### src/rtl/anti_theft_controller_if.sv
// Signal bundle between the anti-theft controller and its surroundings:
// sensor/strobe inputs toward the controller, siren/display outputs back.
interface anti_theft_controller_if #(parameter int CNT_W = 4);
  logic             one_hz_enable;
  logic             ignition;
  logic             hidden_switch;
  logic             door_driver;
  logic             door_pass;
  logic             enable_siren;
  logic             status_led;
  logic [2:0]       state_out;
  logic [CNT_W-1:0] time_left;

  modport master (
    output one_hz_enable, ignition, hidden_switch, door_driver, door_pass,
    input  enable_siren, status_led, state_out, time_left
  );

  modport slave (
    input  one_hz_enable, ignition, hidden_switch, door_driver, door_pass,
    output enable_siren, status_led, state_out, time_left
  );
endinterface

### src/rtl/anti_theft_controller.sv
// Anti-theft central FSM: arming/entry-delay/alarm timers counted in seconds
// from the shared one_hz_enable strobe; all outputs registered.
//   state      | meaning
//   ARMED      | watching doors, LED blinks at 1 Hz
//   TRIGGERED  | entry delay running, waiting for disarm
//   ALARM      | siren on, held while any door is open
//   DISARMED   | owner authenticated, waiting for ignition off
//   WAIT_OPEN  | ignition off, waiting for driver to leave
//   WAIT_CLOSE | driver door opened, waiting for all doors closed
//   ARM_DELAY  | doors closed, counting down to re-arm
module anti_theft_controller #(
  parameter int T_ARM_DELAY       = 6,
  parameter int T_DRIVER_DELAY    = 8,
  parameter int T_PASSENGER_DELAY = 15,
  parameter int T_ALARM_ON        = 10,
  parameter int CNT_W             = 4
) (
  input logic                     clock,
  input logic                     reset,
  anti_theft_controller_if.slave  bus
);

  typedef enum logic [2:0] {
    ARMED      = 3'd0,
    TRIGGERED  = 3'd1,
    ALARM      = 3'd2,
    DISARMED   = 3'd3,
    WAIT_OPEN  = 3'd4,
    WAIT_CLOSE = 3'd5,
    ARM_DELAY  = 3'd6
  } state_e;

  localparam logic [CNT_W-1:0] LD_ARM  = CNT_W'(T_ARM_DELAY);
  localparam logic [CNT_W-1:0] LD_DRV  = CNT_W'(T_DRIVER_DELAY);
  localparam logic [CNT_W-1:0] LD_PASS = CNT_W'(T_PASSENGER_DELAY);
  localparam logic [CNT_W-1:0] LD_ALM  = CNT_W'(T_ALARM_ON);
  localparam logic [CNT_W-1:0] ONE     = CNT_W'(1);

  state_e           state_q, state_d;
  logic [CNT_W-1:0] timer_q, timer_d;
  logic             led_q, led_d;
  logic             siren_q, siren_d;

  logic disarm, door_any, strobe, last_sec;
  assign disarm   = bus.ignition & bus.hidden_switch;
  assign door_any = bus.door_driver | bus.door_pass;
  assign strobe   = bus.one_hz_enable;
  assign last_sec = (timer_q == ONE);

  always_comb begin
    state_d = state_q;
    timer_d = timer_q;
    case (state_q)
      ARMED: begin
        if (disarm) begin
          state_d = DISARMED;
          timer_d = '0;
        end else if (bus.door_driver) begin
          state_d = TRIGGERED;
          timer_d = LD_DRV;
        end else if (bus.door_pass) begin
          state_d = TRIGGERED;
          timer_d = LD_PASS;
        end
      end
      TRIGGERED: begin
        if (disarm) begin
          state_d = DISARMED;
          timer_d = '0;
        end else if (strobe) begin
          if (last_sec) begin
            state_d = ALARM;
            timer_d = LD_ALM;
          end else begin
            timer_d = timer_q - ONE;
          end
        end
      end
      ALARM: begin
        if (disarm) begin
          state_d = DISARMED;
          timer_d = '0;
        end else if (door_any) begin
          timer_d = LD_ALM;
        end else if (strobe) begin
          if (last_sec) state_d = ARMED;
          timer_d = timer_q - ONE;
        end
      end
      DISARMED: begin
        if (!bus.ignition) state_d = WAIT_OPEN;
      end
      WAIT_OPEN: begin
        if (bus.ignition)         state_d = DISARMED;
        else if (bus.door_driver) state_d = WAIT_CLOSE;
      end
      WAIT_CLOSE: begin
        if (bus.ignition) begin
          state_d = DISARMED;
        end else if (!door_any) begin
          state_d = ARM_DELAY;
          timer_d = LD_ARM;
        end
      end
      ARM_DELAY: begin
        if (bus.ignition) begin
          state_d = DISARMED;
          timer_d = '0;
        end else if (door_any) begin
          state_d = WAIT_CLOSE;
          timer_d = '0;
        end else if (strobe) begin
          if (last_sec) state_d = ARMED;
          timer_d = timer_q - ONE;
        end
      end
      default: begin
        state_d = ARMED;
        timer_d = '0;
      end
    endcase

    // LED blinks only while staying armed; any entry into ARMED starts it dark
    led_d = 1'b0;
    if (state_d == TRIGGERED || state_d == ALARM) led_d = 1'b1;
    else if (state_d == ARMED && state_q == ARMED) led_d = led_q ^ strobe;

    siren_d = (state_d == ALARM);
  end

  always_ff @(posedge clock) begin
    if (reset) begin
      state_q <= ARMED;
      timer_q <= '0;
      led_q   <= 1'b0;
      siren_q <= 1'b0;
    end else begin
      state_q <= state_d;
      timer_q <= timer_d;
      led_q   <= led_d;
      siren_q <= siren_d;
    end
  end

  assign bus.enable_siren = siren_q;
  assign bus.status_led   = led_q;
  assign bus.state_out    = 3'(state_q);
  assign bus.time_left    = timer_q;

endmodule
### src/flat_wrapper.sv
// flat-port wrapper written by rule: the top's interface ports become plain ports
module anti_theft_controller_flat 
#(
  parameter int T_ARM_DELAY       = 6,
  parameter int T_DRIVER_DELAY    = 8,
  parameter int T_PASSENGER_DELAY = 15,
  parameter int T_ALARM_ON        = 10,
  parameter int CNT_W             = 4
)
  (clock, reset, bus_one_hz_enable, bus_ignition, bus_hidden_switch, bus_door_driver, bus_door_pass, bus_enable_siren, bus_status_led, bus_state_out, bus_time_left);
  anti_theft_controller_if #(.CNT_W(CNT_W)) bus_i ();
  input logic clock;
  input logic reset;
  input wire logic [$bits(bus_i.one_hz_enable)-1:0] bus_one_hz_enable;
  input wire logic [$bits(bus_i.ignition)-1:0] bus_ignition;
  input wire logic [$bits(bus_i.hidden_switch)-1:0] bus_hidden_switch;
  input wire logic [$bits(bus_i.door_driver)-1:0] bus_door_driver;
  input wire logic [$bits(bus_i.door_pass)-1:0] bus_door_pass;
  output wire logic [$bits(bus_i.enable_siren)-1:0] bus_enable_siren;
  output wire logic [$bits(bus_i.status_led)-1:0] bus_status_led;
  output wire logic [$bits(bus_i.state_out)-1:0] bus_state_out;
  output wire logic [$bits(bus_i.time_left)-1:0] bus_time_left;
  assign bus_i.one_hz_enable = bus_one_hz_enable;
  assign bus_i.ignition = bus_ignition;
  assign bus_i.hidden_switch = bus_hidden_switch;
  assign bus_i.door_driver = bus_door_driver;
  assign bus_i.door_pass = bus_door_pass;
  assign bus_enable_siren = bus_i.enable_siren;
  assign bus_status_led = bus_i.status_led;
  assign bus_state_out = bus_i.state_out;
  assign bus_time_left = bus_i.time_left;
  anti_theft_controller #(.T_ARM_DELAY(T_ARM_DELAY), .T_DRIVER_DELAY(T_DRIVER_DELAY), .T_PASSENGER_DELAY(T_PASSENGER_DELAY), .T_ALARM_ON(T_ALARM_ON), .CNT_W(CNT_W)) u_core (.clock(clock), .reset(reset), .bus(bus_i));
endmodule
### config.mk
export PLATFORM = sky130hd
export DESIGN_NAME = anti_theft_controller_flat
export DESIGN_NICKNAME = d
export VERILOG_FILES = /design/src/rtl/anti_theft_controller_if.sv /design/src/rtl/anti_theft_controller.sv /design/src/flat_wrapper.sv
export SDC_FILE = /design/constraint.sdc
export NUM_CORES = 1
export LEC_CHECK = 0
export CAP_MARGIN = 30
export CORE_ASPECT_RATIO = 0.8
export CORE_MARGIN = 1.5
export CORE_UTILIZATION = 56
export CTS_CLUSTER_DIAMETER = 30
export DETAILED_ROUTE_END_ITERATION = 8
export PLACE_DENSITY = 0.83
export SYNTH_ARGS = -nofsm -noshare
export SYNTH_HDL_FRONTEND = slang
export SYNTH_SLANG_ARGS = --single-unit
### constraint.sdc
create_clock -name clock -period 4.13 [get_ports clock]
set_clock_uncertainty 0.1 [all_clocks]
set_input_delay 0.826 -clock clock [delete_from_list [all_inputs] [get_ports clock]]
set_output_delay 0.826 -clock clock [all_outputs]
set_load 0.02 [all_outputs]
==> run_results.csv, run 1 <==
group,metric,value,unit
layout,final_common_cell,"clkdlybuf4s50_1",
sta,holdWs,0.4755,ns
route,routed_wl,2423,um
sta,setup_viol,0,
grt,grt_pass1_vias,864,
sta,max_slew.worst_pin.slew,0.7027,ns
clock_tree,path_clk_slew,0.06,ns
yosys,syn_inst,124,
job,maxCapViolCount,0,
die,die_w,49.53,um
clock_tree,cts_sinks,9,
worst_setup_path,cp-end-kind,"output port",
power_and_ir_drop,ir_drop,459.4,uV
die,initial_core_util,59.62,%
clock_tree,clockBufferDepth,2,
die,fp-row-count,13,
min_path,min_path_type,"register to register",
sta,finalHoldViolCount,0,
clock_tree,cts_setup_buffers,0,
grt,gr-usage-met1,33.33,%
place,dp_cells,152,
place,gp_congestion,0.9186,
clock_tree,clock_latency,0.26,ns
yosys,synth.net_count,133,
route,num_vias,1012,
clock_tree,htreeDepth,1,
place,dp_hpwl,1740,um
grt,busiest_layer,"met2",
status,status,"finished, final reports clean",
route,first_iter_violations,23,
layout,layout.nets,144,
die,die_y,40.22,um
grt,grt_max_degree,20,
place,placed_cell_area,1085,um^2
worst_setup_path,critPathTopFamily,"flip-flops",
yosys,avgSynthCellArea,7.820,um^2
yosys,synth-seq-cells,9,
yosys,syn_area,969.7,um^2
layout,drive_above_1_share,8.209,%
die,num_io_pins,16,
layout,antennaDiodeCount,0,
route,drc_errors,0,
worst_setup_path,cp-start-kind,"register",
layout,final_cell_mix,"clkdlybuf4s50_1 (15), a21oi_1 (11), nor2_1 (10)",
yosys,synth_edf_count,0,
worst_setup_path,cp.required,3.20,ns
grt,met3_usage,2.239,%
worst_setup_path,slowest_delay,0.77,ns
clock_tree,postCtsHoldBufs,0,
yosys,yosysUniqueCellTypes,50,
sta,fin_crit,2.699,ns
grt,grt_remaining_overflow,0,
sta,fin_tns_setup,0,ns
grt,grt_pass1_wl,3767,um
yosys,async_reset_ff_share,0,%
route,ant_nets,0,
clock_tree,cts_tree,"yes",
grt,antenna_found_initial,0,
sta,report.final.slew_viol_count,0,
worst_setup_path,worstPathCellList,"clkdlybuf4s50_1",
clock_tree,cts_resized,0,
grt,grt_usage,25.61,%
power_and_ir_drop,p_per_area,578.0,nW/um^2
place,place_ws,1.349,ns
power_and_ir_drop,p_leak,0.3797,nW
sta,rsz0062_at_grt,"false",
grt,use_met2,45.33,%
yosys,ys_seq_area_share,18.58,%
sta,timing.final.ws_setup,1.431,ns
layout,syn_to_final_growth,14.58,%
yosys,ys_warn_count,0,
route,viasPerCell,6.487,
place,port_buffers,15,
route,routedWlPerCell,15.53,um
yosys,ys.flop_type,"dfxtp_1",
die,fp.dieArea,1992,um^2
layout,design_area,1111,um^2
sta,relSlewSlack,53.09,%
clock_tree,ctsRootBufferMaster,"clkbuf_4",
clock_tree,cts_buffers,3,
sta,post-route-period-util,65.35,%
layout,fin_cells,156,
die,core,1627,um^2
worst_setup_path,worstPathMaxFanout,19,
worst_setup_path,cp_num_buf_inv,1,
sta,clock.fmax,370.5,MHz
worst_setup_path,worstSetupPathType,"register to output port",
layout,n_fill_cell,125,
route,first_pass_iters,4,
worst_setup_path,timing.critical_path.arrival,1.77,ns
worst_setup_path,worst_path_max_delay_cell,"dfxtp_1",
## per-stage QoR
step / util [%] / power (mW)
2_1_floorplan: - / 0.4631
3_3_place_gp: 66.69 / 0.5598
3_5_place_dp: 66.69 / 0.5677
4_1_cts: 68.31 / 0.6416
5_1_grt: 68.31 / 0.6929
6_report: 68.31 / 0.6421
## layout make-up
class	count	area [um^2]	share of cell area [%]
Clock buffer	4	26.28	2.365
Inverter	4	15.01	1.351
Multi-Input combinational cell	102	711.9	64.08
Sequential cell	9	180.2	16.22
Tap cell	22	27.53	2.477
Timing Repair Buffer	15	150.1	13.51
## sequential cells by signal, summed over array words and instances (netlist names)
signal and cells:
u_core.bus.enable_siren 1, u_core.bus.time_left 4, u_core.bus.state_out 3, u_core.bus.status_led 1
## cell families (layout without fill, tap and decap cells)
group	after synthesis	after routing	synth area share, %
compound gates	48	48	35.23
simple gates	47	47	30.97
buf+inv	13	23	7.999
flops	9	9	18.58
xor+xnor	4	4	3.614
fa+ha+maj	2	2	2.580
mux	1	1	1.032
## routing by layer
metal	vias to the layer above	wire length, um
met1	467	1132
met2	55	1074
met3	4	189
met5	-	0
met4	0	27
li1	486	-
## cells in the mapped netlist (all sizes together) (2+ instances only)
master / count / area share, %
and2: 2 / 1.3
a21oi: 12 / 6.6
ha: 2 / 2.6
nor2: 10 / 3.9
buf: 9 / 6.5
o2bb2ai: 2 / 1.8
or3b: 2 / 1.8
inv: 4 / 1.5
xnor2: 3 / 2.7
nor2b: 3 / 1.9
nand2b: 4 / 2.6
nand3: 5 / 2.6
o21ai: 11 / 5.7
and2b: 2 / 1.5
nor3: 4 / 2.1
nor4b: 2 / 4.0
dfxtp: 9 / 19
o31ai: 4 / 3.1
o21a: 2 / 1.5
or2: 2 / 1.3
nand2: 4 / 1.5
a31oi: 4 / 2.6
a211oi: 3 / 2.8
## power breakdown
part           leakage [nW]  switching [mW]  internal, mW
clock                0.0150          0.0316        0.0373
combinational         0.290           0.194         0.187
sequential           0.0744          0.0755         0.116
total                 0.380           0.301         0.341
## worst paths after layout
path,slack (ns),start,cells after the start,endpoint
setup / recovery,1.43,u_core.bus.state_out[1]$_SDFF_PP0_,1,bus_state_out[1]
hold / removal,0.48,u_core.bus.time_left[3]$_SDFFE_PP0P_,1,u_core.bus.time_left[3]$_SDFFE_PP0P_
setup reg to reg,2.09,u_core.bus.time_left[0]$_SDFFE_PP0P_,6,u_core.bus.time_left[0]$_SDFFE_PP0P_
hold reg to reg,0.48,u_core.bus.time_left[3]$_SDFFE_PP0P_,1,u_core.bus.time_left[3]$_SDFFE_PP0P_
No activity file was read; power rests on OpenSTA's default activity.
==> run 2: changes to the inputs <==
--- a/config.mk
+++ b/config.mk
@@ -8,10 +8,10 @@
 export CAP_MARGIN = 30
 export CORE_ASPECT_RATIO = 0.8
 export CORE_MARGIN = 1.5
-export CORE_UTILIZATION = 56
+export CORE_UTILIZATION = 52
 export CTS_CLUSTER_DIAMETER = 30
 export DETAILED_ROUTE_END_ITERATION = 8
-export PLACE_DENSITY = 0.83
+export PLACE_DENSITY = 0.78
 export SYNTH_ARGS = -nofsm -noshare
 export SYNTH_HDL_FRONTEND = slang
 export SYNTH_SLANG_ARGS = --single-unit
==> constraint.sdc (replaced) <==
create_clock -name clock -period 2.8 [get_ports clock]
set_clock_uncertainty 0.1 [all_clocks]
set_input_delay 0.56 -clock clock [delete_from_list [all_inputs] [get_ports clock]]
set_output_delay 0.56 -clock clock [all_outputs]
set_load 0.02 [all_outputs]
==> run 2 against run 1 <==
Non-clock buffer count up 2. Clock-buffer cell count unchanged. Sequential power grew 36%. Sequential share of layout area down 0.22 points. Utilization decreased by 1.7 points. Register-to-register slack got worse by 1.4 ns. Largest cell class unchanged. Via count down 4.1%. Worst hold slack improved by 0.0043 ns. Die area up 7.2%. Clock power grew 42%.
==> run_results.csv, run 2 (synthesis gave the netlist of run 1 again) <==
group,metric,value,unit
place,place_ws,0.2832,ns
clock_tree,clockBufferDepth,2,
sta,timing.final.ws_setup,0.4189,ns
layout,final_cell_mix,"clkdlybuf4s50_1 (15), a21oi_1 (11), nor2_1 (10)",
clock_tree,cts_sinks,9,
sta,relSlewSlack,56.83,%
route,num_vias,971,
power_and_ir_drop,power.total,0.9512,mW
clock_tree,cts_setup_buffers,0,
worst_setup_path,cp.required,2.14,ns
sta,fin_tns_setup,0,ns
layout,final_common_cell,"clkdlybuf4s50_1",
route,first_pass_iters,4,
grt,grt_pass1_vias,791,
route,ant_nets,0,
power_and_ir_drop,p_per_area,844.7,nW/um^2
worst_setup_path,rrSetupSlack,0.71,ns
clock_tree,cts_resized,0,
sta,holdWs,0.4799,ns
worst_setup_path,cp-end-kind,"output port",
worst_setup_path,worst_path_max_delay_cell,"dfxtp_1",
worst_setup_path,critPathTopFamily,"flip-flops",
sta,fin_crit,2.381,ns
clock_tree,postCtsHoldBufs,0,
grt,grt_pass1_wl,3898,um
route,routed_wl,2341,um
place,dp_hpwl,1761,um
worst_setup_path,worstReg2RegEnd,"u_core.bus.time_left[0]$_SDFFE_PP0P_",
min_path,whs_path_depth,1,
worst_setup_path,slowest_delay,0.73,ns
power_and_ir_drop,ir_drop,607.2,uV
worst_setup_path,timing.critical_path.arrival,1.72,ns
grt,antenna_found_initial,0,
clock_tree,cts_tree,"yes",
status,status,"finished, final reports clean",
worst_setup_path,worstPathCellList,"clkdlybuf4s50_1",
sta,post-route-period-util,85.04,%
die,die_w,51.28,um
sta,rsz0062_at_grt,"false",
route,first_iter_violations,41,
place,gp_congestion,0.8714,
die,die_y,41.63,um
grt,grt_usage,23.64,%
die,fp-row-count,13,
die,core,1692,um^2
clock_tree,ctsRootBufferMaster,"clkbuf_4",
place,port_buffers,15,
route,routedWlPerCell,14.82,um
worst_setup_path,reg2reg_depth,6,
worst_setup_path,cp_num_buf_inv,1,
min_path,worstHoldStart,"u_core.bus.time_left[3]$_SDFFE_PP0P_",
die,num_io_pins,16,
layout,syn_to_final_growth,16.13,%
min_path,min_to,"u_core.bus.time_left[3]$_SDFFE_PP0P_",
worst_setup_path,reg2reg_from,"u_core.bus.time_left[0]$_SDFFE_PP0P_",
power_and_ir_drop,p_leak,0.3897,nW
min_path,min_path_type,"register to register",
grt,grt_remaining_overflow,0,
job,maxCapViolCount,0,
layout,largest_register_ffs,4,
clock_tree,clock_latency,0.25,ns
clock_tree,path_clk_slew,0.06,ns
worst_setup_path,cp-start-kind,"register",
sta,finalHoldViolCount,0,
worst_setup_path,worstSetupPathType,"register to output port",
clock_tree,cts_buffers,3,
sta,clock.fmax,420.0,MHz
die,fp.dieArea,2135,um^2
grt,grt_max_degree,19,
layout,drive_above_1_share,9.559,%
clock_tree,htreeDepth,1,
sta,setup_viol,0,
route,drc_errors,0,
route,viasPerCell,6.146,
layout,layout.nets,146,
die,initial_core_util,57.32,%
layout,n_fill_cell,164,
layout,antennaDiodeCount,0,
sta,report.final.slew_viol_count,0,
sta,max_slew.worst_pin.slew,0.6466,ns
worst_setup_path,worstPathMaxFanout,17,
==> run 2: cell types whose count changed in the layout (fill, tap and decap cells not counted), sizes merged <==
cell	change
buf	+2
==> run 2: worst max-delay path by stage <==
| stage | end | from | cells after the start | slack [ns] |
|---|---|---|---|---|
| 4_1_cts | bus_state_out[0] | u_core.bus.state_out[0]$_SDFF_PP0_ | 1 | 0.41 |
| 3_3_place_gp | u_core.bus.status_led$_SDFF_PP0_ | bus_ignition | 6 | 0.33 |
| 6_report | bus_state_out[0] | u_core.bus.state_out[0]$_SDFF_PP0_ | 1 | 0.42 |
| 3_5_place_dp | u_core.bus.status_led$_SDFF_PP0_ | bus_ignition | 6 | 0.28 |
| 2_1_floorplan | u_core.bus.time_left[0]$_SDFFE_PP0P_ | u_core.bus.time_left[0]$_SDFFE_PP0P_ | 6 | 0.91 |
| 5_1_grt | bus_state_out[0] | u_core.bus.state_out[0]$_SDFF_PP0_ | 1 | 0.33 |
==> run 2: area by class of cell <==
cell class              instances  area [um^2]  share of cell area (%)
multi-input cells             102        711.9                   63.22
flip-flops and latches          9        180.2                   16.00
repair buffers                 17        165.2                   14.67
well taps                      22        27.53                   2.444
clock buffers                   4        26.28                   2.333
inverters                       4        15.01                   1.333
==> run 2: power by group <==
part | total, mW | leakage (nW) | switching (mW) | internal, mW
Clock | 0.0976 | 0.0150 | 0.0428 | 0.0548
Sequential | 0.259 | 0.0744 | 0.0875 | 0.171
Combinational | 0.595 | 0.300 | 0.312 | 0.283
==> run 2: routing by layer <==
layer | vias up | part of all wire (%) | track usage (%)
met5 | - | 0 | 0
met4 | 0 | 0.51 | 6.316
met3 | 2 | 7.8 | 1.439
met2 | 38 | 40 | 29.09
met1 | 438 | 52 | 41.96
li1 | 493 | - | -
==> run 2: metrics by stage <==
step | utilization [%] | area, um^2 | instances
after floorplan | - | 969.7 | 124
after global placement | 65.01 | 1100 | 154
after detailed placement | 65.01 | 1100 | 154
after CTS | 66.57 | 1126 | 158
after global routing | 66.57 | 1126 | 158
final | 66.57 | 1126 | 158
